[config.mk]
export PLATFORM = sky130hd
export DESIGN_NAME = uart_rx_core
export DESIGN_NICKNAME = d
export VERILOG_FILES = /design/src/rtl/uart_rx_core.sv
export SDC_FILE = /design/constraint.sdc
export NUM_CORES = 1
export LEC_CHECK = 0
export CORE_MARGIN = 2
export CORE_UTILIZATION = 40
export DETAILED_ROUTE_END_ITERATION = 8
export HOLD_SLACK_MARGIN = 0.08
export PLACE_DENSITY = 0.58
export SYNTH_ARGS = -nofsm -noshare
export SYNTH_HDL_FRONTEND = slang
export SYNTH_SLANG_ARGS = --single-unit
[constraint.sdc]
create_clock -name clk -period 4.85 [get_ports clk]
set_input_delay 0.485 -clock clk [delete_from_list [all_inputs] [get_ports clk]]
set_output_delay 0.485 -clock clk [all_outputs]
set_load 0.005 [all_outputs]
[src/rtl/uart_rx_core.sv]
// ---------------------------------------------------------------------------
// uart_rx_core
//   8N1 UART receiver (8E1/8O1 when UART_RX_PARITY_EN is defined).
//   Synchronises the asynchronous line, finds the start bit, samples every
//   bit in the middle of its cell and hands received bytes to a consumer
//   over a valid/ready handshake. Framing errors, overruns and (optionally)
//   parity errors are reported as single-cycle pulses.
//
//   Optional feature macro: UART_RX_PARITY_EN
//     defined   : frame = start, 8 data, parity, stop; rx_parity_err exists
//     undefined : 8N1 only, PARITY_ODD has no effect
//
// Parameters
//   CLK_FREQ    clock frequency in Hz
//   BAUD        line rate in bit/s
//   PARITY_ODD  0 = even parity, 1 = odd parity (parity build only)
//
// Ports
//   clk            in   system clock
//   reset_         in   asynchronous active-low reset
//   uart_rx        in   serial line, idle high, asynchronous to clk
//   rx_req         out  rx_data valid
//   rx_ready       in   consumer accepts; transfer on rx_req && rx_ready
//   rx_data[7:0]   out  received byte (LSB first on the line)
//   rx_frame_err   out  1-cycle pulse: stop bit sampled low
//   rx_overrun     out  1-cycle pulse: byte completed while holding reg full
//   rx_parity_err  out  1-cycle pulse: parity mismatch (parity build only)
// ---------------------------------------------------------------------------
module uart_rx_core #(
    parameter int CLK_FREQ   = 100000000,
    parameter int BAUD       = 115200,
    parameter int PARITY_ODD = 0
) (
    input  logic       clk,
    input  logic       reset_,
    input  logic       uart_rx,
    output logic       rx_req,
    input  logic       rx_ready,
    output logic [7:0] rx_data,
    output logic       rx_frame_err,
    output logic       rx_overrun
`ifdef UART_RX_PARITY_EN
    ,
    output logic       rx_parity_err
`endif
);

    localparam int DIV  = (CLK_FREQ + BAUD / 2) / BAUD;
    localparam int HALF = DIV / 2;
    localparam int CW   = (DIV > 2) ? $clog2(DIV) : 1;

    localparam logic [CW-1:0] DIV_M1  = CW'(DIV - 1);
    localparam logic [CW-1:0] HALF_M1 = CW'(HALF - 1);

    typedef enum logic [2:0] {
        S_IDLE,
        S_START,
        S_DATA,
`ifdef UART_RX_PARITY_EN
        S_PARITY,
`endif
        S_STOP,
        S_BREAK
    } state_e;

    // ---------------------------------------------------------------
    // Two-flop synchroniser; everything downstream looks only at rxs.
    // ---------------------------------------------------------------
    logic [1:0] sync_q;
    logic       rxs;

    always_ff @(posedge clk or negedge reset_) begin
        if (!reset_) sync_q <= 2'b11;
        else         sync_q <= {sync_q[0], uart_rx};
    end

    assign rxs = sync_q[1];

    // ---------------------------------------------------------------
    // Bit timer. While idle it is kept armed at HALF-1 so the first tick
    // after the falling edge lands mid start bit; afterwards it ticks
    // once per bit cell.
    // ---------------------------------------------------------------
    state_e        state_q;
    logic [CW-1:0] cnt_q, cnt_d;
    logic          tick;

    assign tick = (cnt_q == '0);

    always_comb begin
        cnt_d = cnt_q - 1'b1;
        if (state_q == S_IDLE) cnt_d = HALF_M1;
        else if (tick)         cnt_d = DIV_M1;
    end

    always_ff @(posedge clk or negedge reset_) begin
        if (!reset_) cnt_q <= '0;
        else         cnt_q <= cnt_d;
    end

    // ---------------------------------------------------------------
    // Frame FSM, shift register, holding register and status pulses.
    // ---------------------------------------------------------------
    logic [2:0] bit_idx_q;
    logic [7:0] shreg_q;
    logic       rx_req_q;
    logic [7:0] rx_data_q;
    logic       frame_err_q;
    logic       overrun_q;
    logic       drop_par;
    logic       xfer;

    assign xfer = rx_req_q && rx_ready;

`ifdef UART_RX_PARITY_EN
    localparam logic PAR_ODD_BIT = PARITY_ODD[0];
    logic par_bad_q;
    logic parity_err_q;
    assign drop_par      = par_bad_q;
    assign rx_parity_err = parity_err_q;
`else
    assign drop_par = 1'b0;
`endif

    always_ff @(posedge clk or negedge reset_) begin
        if (!reset_) begin
            state_q      <= S_IDLE;
            bit_idx_q    <= '0;
            shreg_q      <= '0;
            rx_req_q     <= 1'b0;
            rx_data_q    <= '0;
            frame_err_q  <= 1'b0;
            overrun_q    <= 1'b0;
`ifdef UART_RX_PARITY_EN
            par_bad_q    <= 1'b0;
            parity_err_q <= 1'b0;
`endif
        end else begin
            frame_err_q  <= 1'b0;
            overrun_q    <= 1'b0;
`ifdef UART_RX_PARITY_EN
            parity_err_q <= 1'b0;
`endif
            // A delivery later in this cycle overrides the clear.
            if (xfer) rx_req_q <= 1'b0;

            case (state_q)
                S_IDLE: begin
                    if (!rxs) state_q <= S_START;
                end
                S_START: begin
                    if (tick) begin
                        // Line back high at mid start bit: treat as glitch.
                        if (rxs) begin
                            state_q <= S_IDLE;
                        end else begin
                            state_q   <= S_DATA;
                            bit_idx_q <= '0;
`ifdef UART_RX_PARITY_EN
                            par_bad_q <= 1'b0;
`endif
                        end
                    end
                end
                S_DATA: begin
                    if (tick) begin
                        shreg_q   <= {rxs, shreg_q[7:1]};
                        bit_idx_q <= bit_idx_q + 3'd1;
                        if (bit_idx_q == 3'd7) begin
`ifdef UART_RX_PARITY_EN
                            state_q <= S_PARITY;
`else
                            state_q <= S_STOP;
`endif
                        end
                    end
                end
`ifdef UART_RX_PARITY_EN
                S_PARITY: begin
                    if (tick) begin
                        par_bad_q <= (rxs != (^shreg_q ^ PAR_ODD_BIT));
                        state_q   <= S_STOP;
                    end
                end
`endif
                S_STOP: begin
                    if (tick) begin
                        if (rxs) begin
                            state_q <= S_IDLE;
                            if (drop_par) begin
`ifdef UART_RX_PARITY_EN
                                parity_err_q <= 1'b1;
`endif
                            end else if (!rx_req_q || xfer) begin
                                rx_data_q <= shreg_q;
                                rx_req_q  <= 1'b1;
                            end else begin
                                overrun_q <= 1'b1;
                            end
                        end else begin
                            frame_err_q <= 1'b1;
                            state_q     <= S_BREAK;
                        end
                    end
                end
                S_BREAK: begin
                    // Stay silent until the line is released.
                    if (rxs) state_q <= S_IDLE;
                end
                default: state_q <= S_IDLE;
            endcase
        end
    end

    assign rx_req       = rx_req_q;
    assign rx_data      = rx_data_q;
    assign rx_frame_err = frame_err_q;
    assign rx_overrun   = overrun_q;

endmodule
# Yosys cells after proc, flatten, opt, wreduce, memory -nomap -nowiden
# Cells that the tools add are included.
# W data, S select, Z words.
# word_totals
elab_cells,60
regBits,37
# classes
n_reduce_logical,10
eq_ne,12
add_sub_neg,2
n_mux,27
# op_table
operator,count
$mux W3,10
$mux W10,2
$pmux W3 S5,1
$ne A2 B2 Y1 const B,7
$mux W1,12
$logic_not A10 Y1,1
$sub A10 B1 Y10 const B,1
$reduce_and A4 Y1,2
$eq A3 B2 Y1 const B,2
$eq A3 B3 Y1 const B,2
$pmux W3 S2,1
$reduce_and A6 Y1,1
$add A3 B1 Y3 const B,1
$eq A3 B1 Y1 const B,1
$logic_not A3 Y1,1
$mux W2,1
$reduce_and A2 Y1,1
$reduce_bool A2 Y1,1
$logic_and A1 B1 Y1,1
$logic_not A1 Y1,1
$logic_or A1 B1 Y1,1

# Depth between registers and ports, before layout
# depth
word_depth,6
ltp_mapped,7

# Worst setup path before layout
# OpenSTA, ideal clock, no wires.
# synth_timing
path_type,flip-flop to flip-flop
start,register cnt_q[0]
end,register shreg_q[1]
setup_time_ps,125
stages_incl_launch_ff,8
arrival_ps,1634
required_ps,4725
slack_ps,3091
path_cell_list,dfrtp_1 -> inv_1 -> ha_1 -> nor4b_4 -> nand4_2 -> nor2_2 -> buf_6 -> mux2_2
# synth_via
elab_chain_cells,2
# synth_rtl
item,line,rtl
start: declaration,85,"logic [CW-1:0] cnt_q, cnt_d;"
start signal: assignment,98,else cnt_q <= cnt_d;
$logic_not A10 Y1,88,assign tick = (cnt_q == '0);
$reduce_and A2 Y1 (no line),--,
end signal: assignment,167,"shreg_q <= {rxs, shreg_q[7:1]};"
end: declaration,105,logic [7:0] shreg_q;
# Every way passes these cells.
# A chain may end at the register's enable or synchronous reset.

# Worst setup path in the final report
# layout_timing
start,register cnt_q[0]
end,register shreg_q[0]
# Same word-level chain as after synthesis.

==> insert_results.sql <==
INSERT INTO impl_metrics (metric_group, metric, value, unit) VALUES
('placement', 'place_worst_setup_slack', '2724', 'ps'),
('floorplan', 'area_of_the_die', '4559', 'um2'),
('grt', 'first_global_vias', '981', ''),
('power_and_ir_drop', 'power.density', '309.7', 'nW/um2'),
('grt', 'grt_util_met1', '19.01', '%'),
('placement', 'place_congestion', '0.7552', ''),
('timing', 'finalClockSkew', '3.906', 'ps'),
('cts', 'insertion_delay', '280', 'ps'),
('critical_path', 'critical_path_buf_inv_count', '1', ''),
('timing', 'headroom_to_the_max_slew_limit', '46.10', '%'),
('synthesis', 'ys_seq_area_share', '57.52', '%'),
('cts', 'post-cts-setup-buffers', '0', ''),
('critical_path', 'r2r-start', 'cnt_q[0]$_DFF_PN0_', ''),
('synthesis', 'post_synth_inst_count', '125', ''),
('power_and_ir_drop', 'leakagePower', '0.9031', 'nW'),
('synthesis', 'syn-num-nets', '132', ''),
('cts', 'clock_sink_count', '37', ''),
('floorplan', 'floorplan.rows', '23', ''),
('critical_path', 'crit_required', '5020', 'ps'),
('finish', 'num_antenna_cells', '0', ''),
('timing', 'fin_setup_tns', '0', 'ps'),
('grt', 'total_grt_overflow', '0', ''),
('job', 'cap_viol_max_count', '0', ''),
('drt', 'detailedRoute.firstPassIterationCount', '4', ''),
('grt', 'top_usage_layer', 'met2', ''),
('synthesis', 'synth_most_common_cell', 'dfrtp_1', ''),
('finish', 'count_of_filler_cells_inserted_in_the_layout', '352', ''),
('critical_path', 'setup.worst_path.end_class', 'register', ''),
('drt', 'detail_route.vias_per_cell', '5.026', ''),
('synthesis', 'synth.lib_cells_used.distinct', '35', ''),
('synthesis', 'netlist_area', '1614', 'um2'),
('critical_path', 'critical_path.top_delay_family', 'simple AND/OR/NAND/NOR gates', ''),
('synthesis', 'synth_largest_type_area_fraction', '54.26', '%'),
('synthesis', 'post_synth.cell_area_avg', '12.91', 'um2'),
('synthesis', 'synthTopCellsByCount', '35 x dfrtp_1, 18 x mux2_2, 8 x nor2_1', ''),
('placement', 'dp_hpwl', '1821', 'um'),
('critical_path', 'cp.arrival', '2250', 'ps'),
('critical_path', 'critical_path.startpoint', 'cnt_q[0]$_DFF_PN0_', ''),
('timing', 'worst_hold_slack', '291.0', 'ps'),
('cts', 'cts_resized', '0', ''),
('cts', 'clkTransAtPathRegs', '70', 'ps'),
('finish', 'area.growth.synth_to_final', '17.60', '%'),
('cts', 'cts_htree_levels', '2', ''),
('drt', 'drc_errors', '0', ''),
('finish', 'nNetsFinal', '149', ''),
('drt', 'first_iter_violations', '53', ''),
('grt', 'grt.met2_usage', '20.96', '%'),
('grt', 'grt_antenna_before_repair', '0', ''),
('synthesis', 'synth-warning-count', '0', ''),
('finish', 'final-instance-count-excl-fill', '193', ''),
('cts', 'cts_made_buffers', '5', ''),
('grt', 'wire_length_of_the_first_global_routing_pass', '4733', 'um'),
('timing', 'report.final.slew_viol_count', '0', ''),
('cts', 'cts_buffer_depth', '2', ''),
('cts', 'cts.root.buffer_cell', 'clkbuf_8', ''),
('cts', 'cts_tree', 'built', ''),
('drt', 'overall_routed_net_length', '2685', 'um'),
('timing', 'post-route-period-util', '42.80', '%'),
('timing', 'rsz_0062_raised_after_global_routing', 'no', ''),
('grt', 'globalRouteTotalUtil', '14.58', '%'),
('synthesis', 'post_synth_main_area_contributors', 'dfrtp_1 54%, mux2_2 13%, dfstp_2 3.3%', ''),
('run_status', 'outcome', 'complete, no violations', ''),
('timing', 'fmaxAchievable', '481.7', 'MHz'),
('critical_path', 'worst_setup_path_start_kind', 'register', ''),
('timing', 'report.final.setup_viol', '0', ''),
('timing', 'worst-slew-pin-transition', '808.4', 'ps'),
('power_and_ir_drop', 'report.power.total', '0.0005879', 'W'),
('synthesis', 'yosys.area.top_type', 'dfrtp_1', ''),
('placement', 'dp_cells', '185', ''),
('timing', 'final_critical_path_setup_slack', '2774', 'ps'),
('floorplan', 'die_width', '67.52', 'um');
cell type report:
class	instances	area, um2	share of cell area (%)
clock buffers	7	86.33	4.548
multi-input cells	80	640.6	33.75
clock inverters	1	30.03	1.582
flip-flops and latches	37	928.4	48.91
repair buffers	14	135.1	7.119
well taps	50	62.56	3.296
inverters	4	15.01	0.7910
power breakdown:
part	internal (W)	total, W	switching, W	leakage, nW
Clock	0.000167	0.000268	0.000101	0.0585
Sequential	0.000310	0.000311	0.000000796	0.490
Combinational	0.00000229	0.00000895	0.00000667	0.355
worst register-to-register path, stage by stage, from the launching register on:
cell     delay [ps]
dfrtp_1         410
inv_1            70
ha_1            180
nor4b_4         280
nand4_2         190
nor2_2          430
mux2_2          390
cells by family (layout without fill, tap and decap cells):
logic type               Yosys count  count (layout)  share of synthesized area (%)
AO/OA/AOI/OAI                     14              14                          5.737
XOR/XNOR                           6               6                          3.256
AND/OR/NAND/NOR                   39              39                          15.82
adder cells (fa/ha/maj)            3               3                          2.326
multiplexers                      18              18                          12.56
buffers and inverters              8              26                          2.790
flip-flops                        37              37                          57.52
metrics by stage:
step           utilization (%)  area, um2
6_report                 48.14       1898
5_1_grt                  48.14       1898
4_1_cts                  48.14       1898
3_5_place_dp             45.19       1782
3_3_place_gp             45.19       1782
2_1_floorplan                -       1614
state kept, by name (all words and copies together), names as in the netlist:
name	flops
rx_req	1
rx_frame_err	1
cnt_q	10
bit_idx_q	3
state_q	3
sync_q	2
rx_overrun	1
rx_data	8
shreg_q	8
layer usage:
metal	part of all wire, %	wire (um)	vias up
met5	0	0	-
met4	2.3	61	0
met3	3.5	94	6
met2	46	1244	14
met1	48	1285	473
li1	-	-	477
cells in the final DEF (no fill, tap or decap), types with 2 or more instances in the layout:
| master | instances |
|---|---|
| ha_1 | 3 |
| mux2_2 | 18 |
| clkdlybuf4s50_1 | 13 |
| a211oi_1 | 3 |
| dfstp_2 | 2 |
| dfrtp_1 | 35 |
| clkbuf_8 | 6 |
| or3_1 | 3 |
| nand2_1 | 6 |
| nor2_1 | 8 |
| nor3_1 | 4 |
| inv_1 | 4 |
| nand3_1 | 4 |
| a21oi_1 | 3 |
| xnor2_1 | 5 |
| a22o_1 | 2 |
| o21ai_0 | 3 |
worst paths after layout:
check | to | slack, ps | depth (start not counted)
worst min-delay path | rx_data[2]$_DFFE_PN0P_ | 290 | 1
worst max-delay path | shreg_q[0]$_DFFE_PN0P_ | 2770 | 6
min in group clk | sync_q[1]$_DFF_PN1_ | 360 | 0
worst max register to register | shreg_q[0]$_DFFE_PN0P_ | 2770 | 6
max in group asynchronous | state_q[0]$_DFFE_PN0P_ | 4060 | 1
worst min register to register | sync_q[1]$_DFF_PN1_ | 360 | 0
Power figures use the tool's default switching activity.
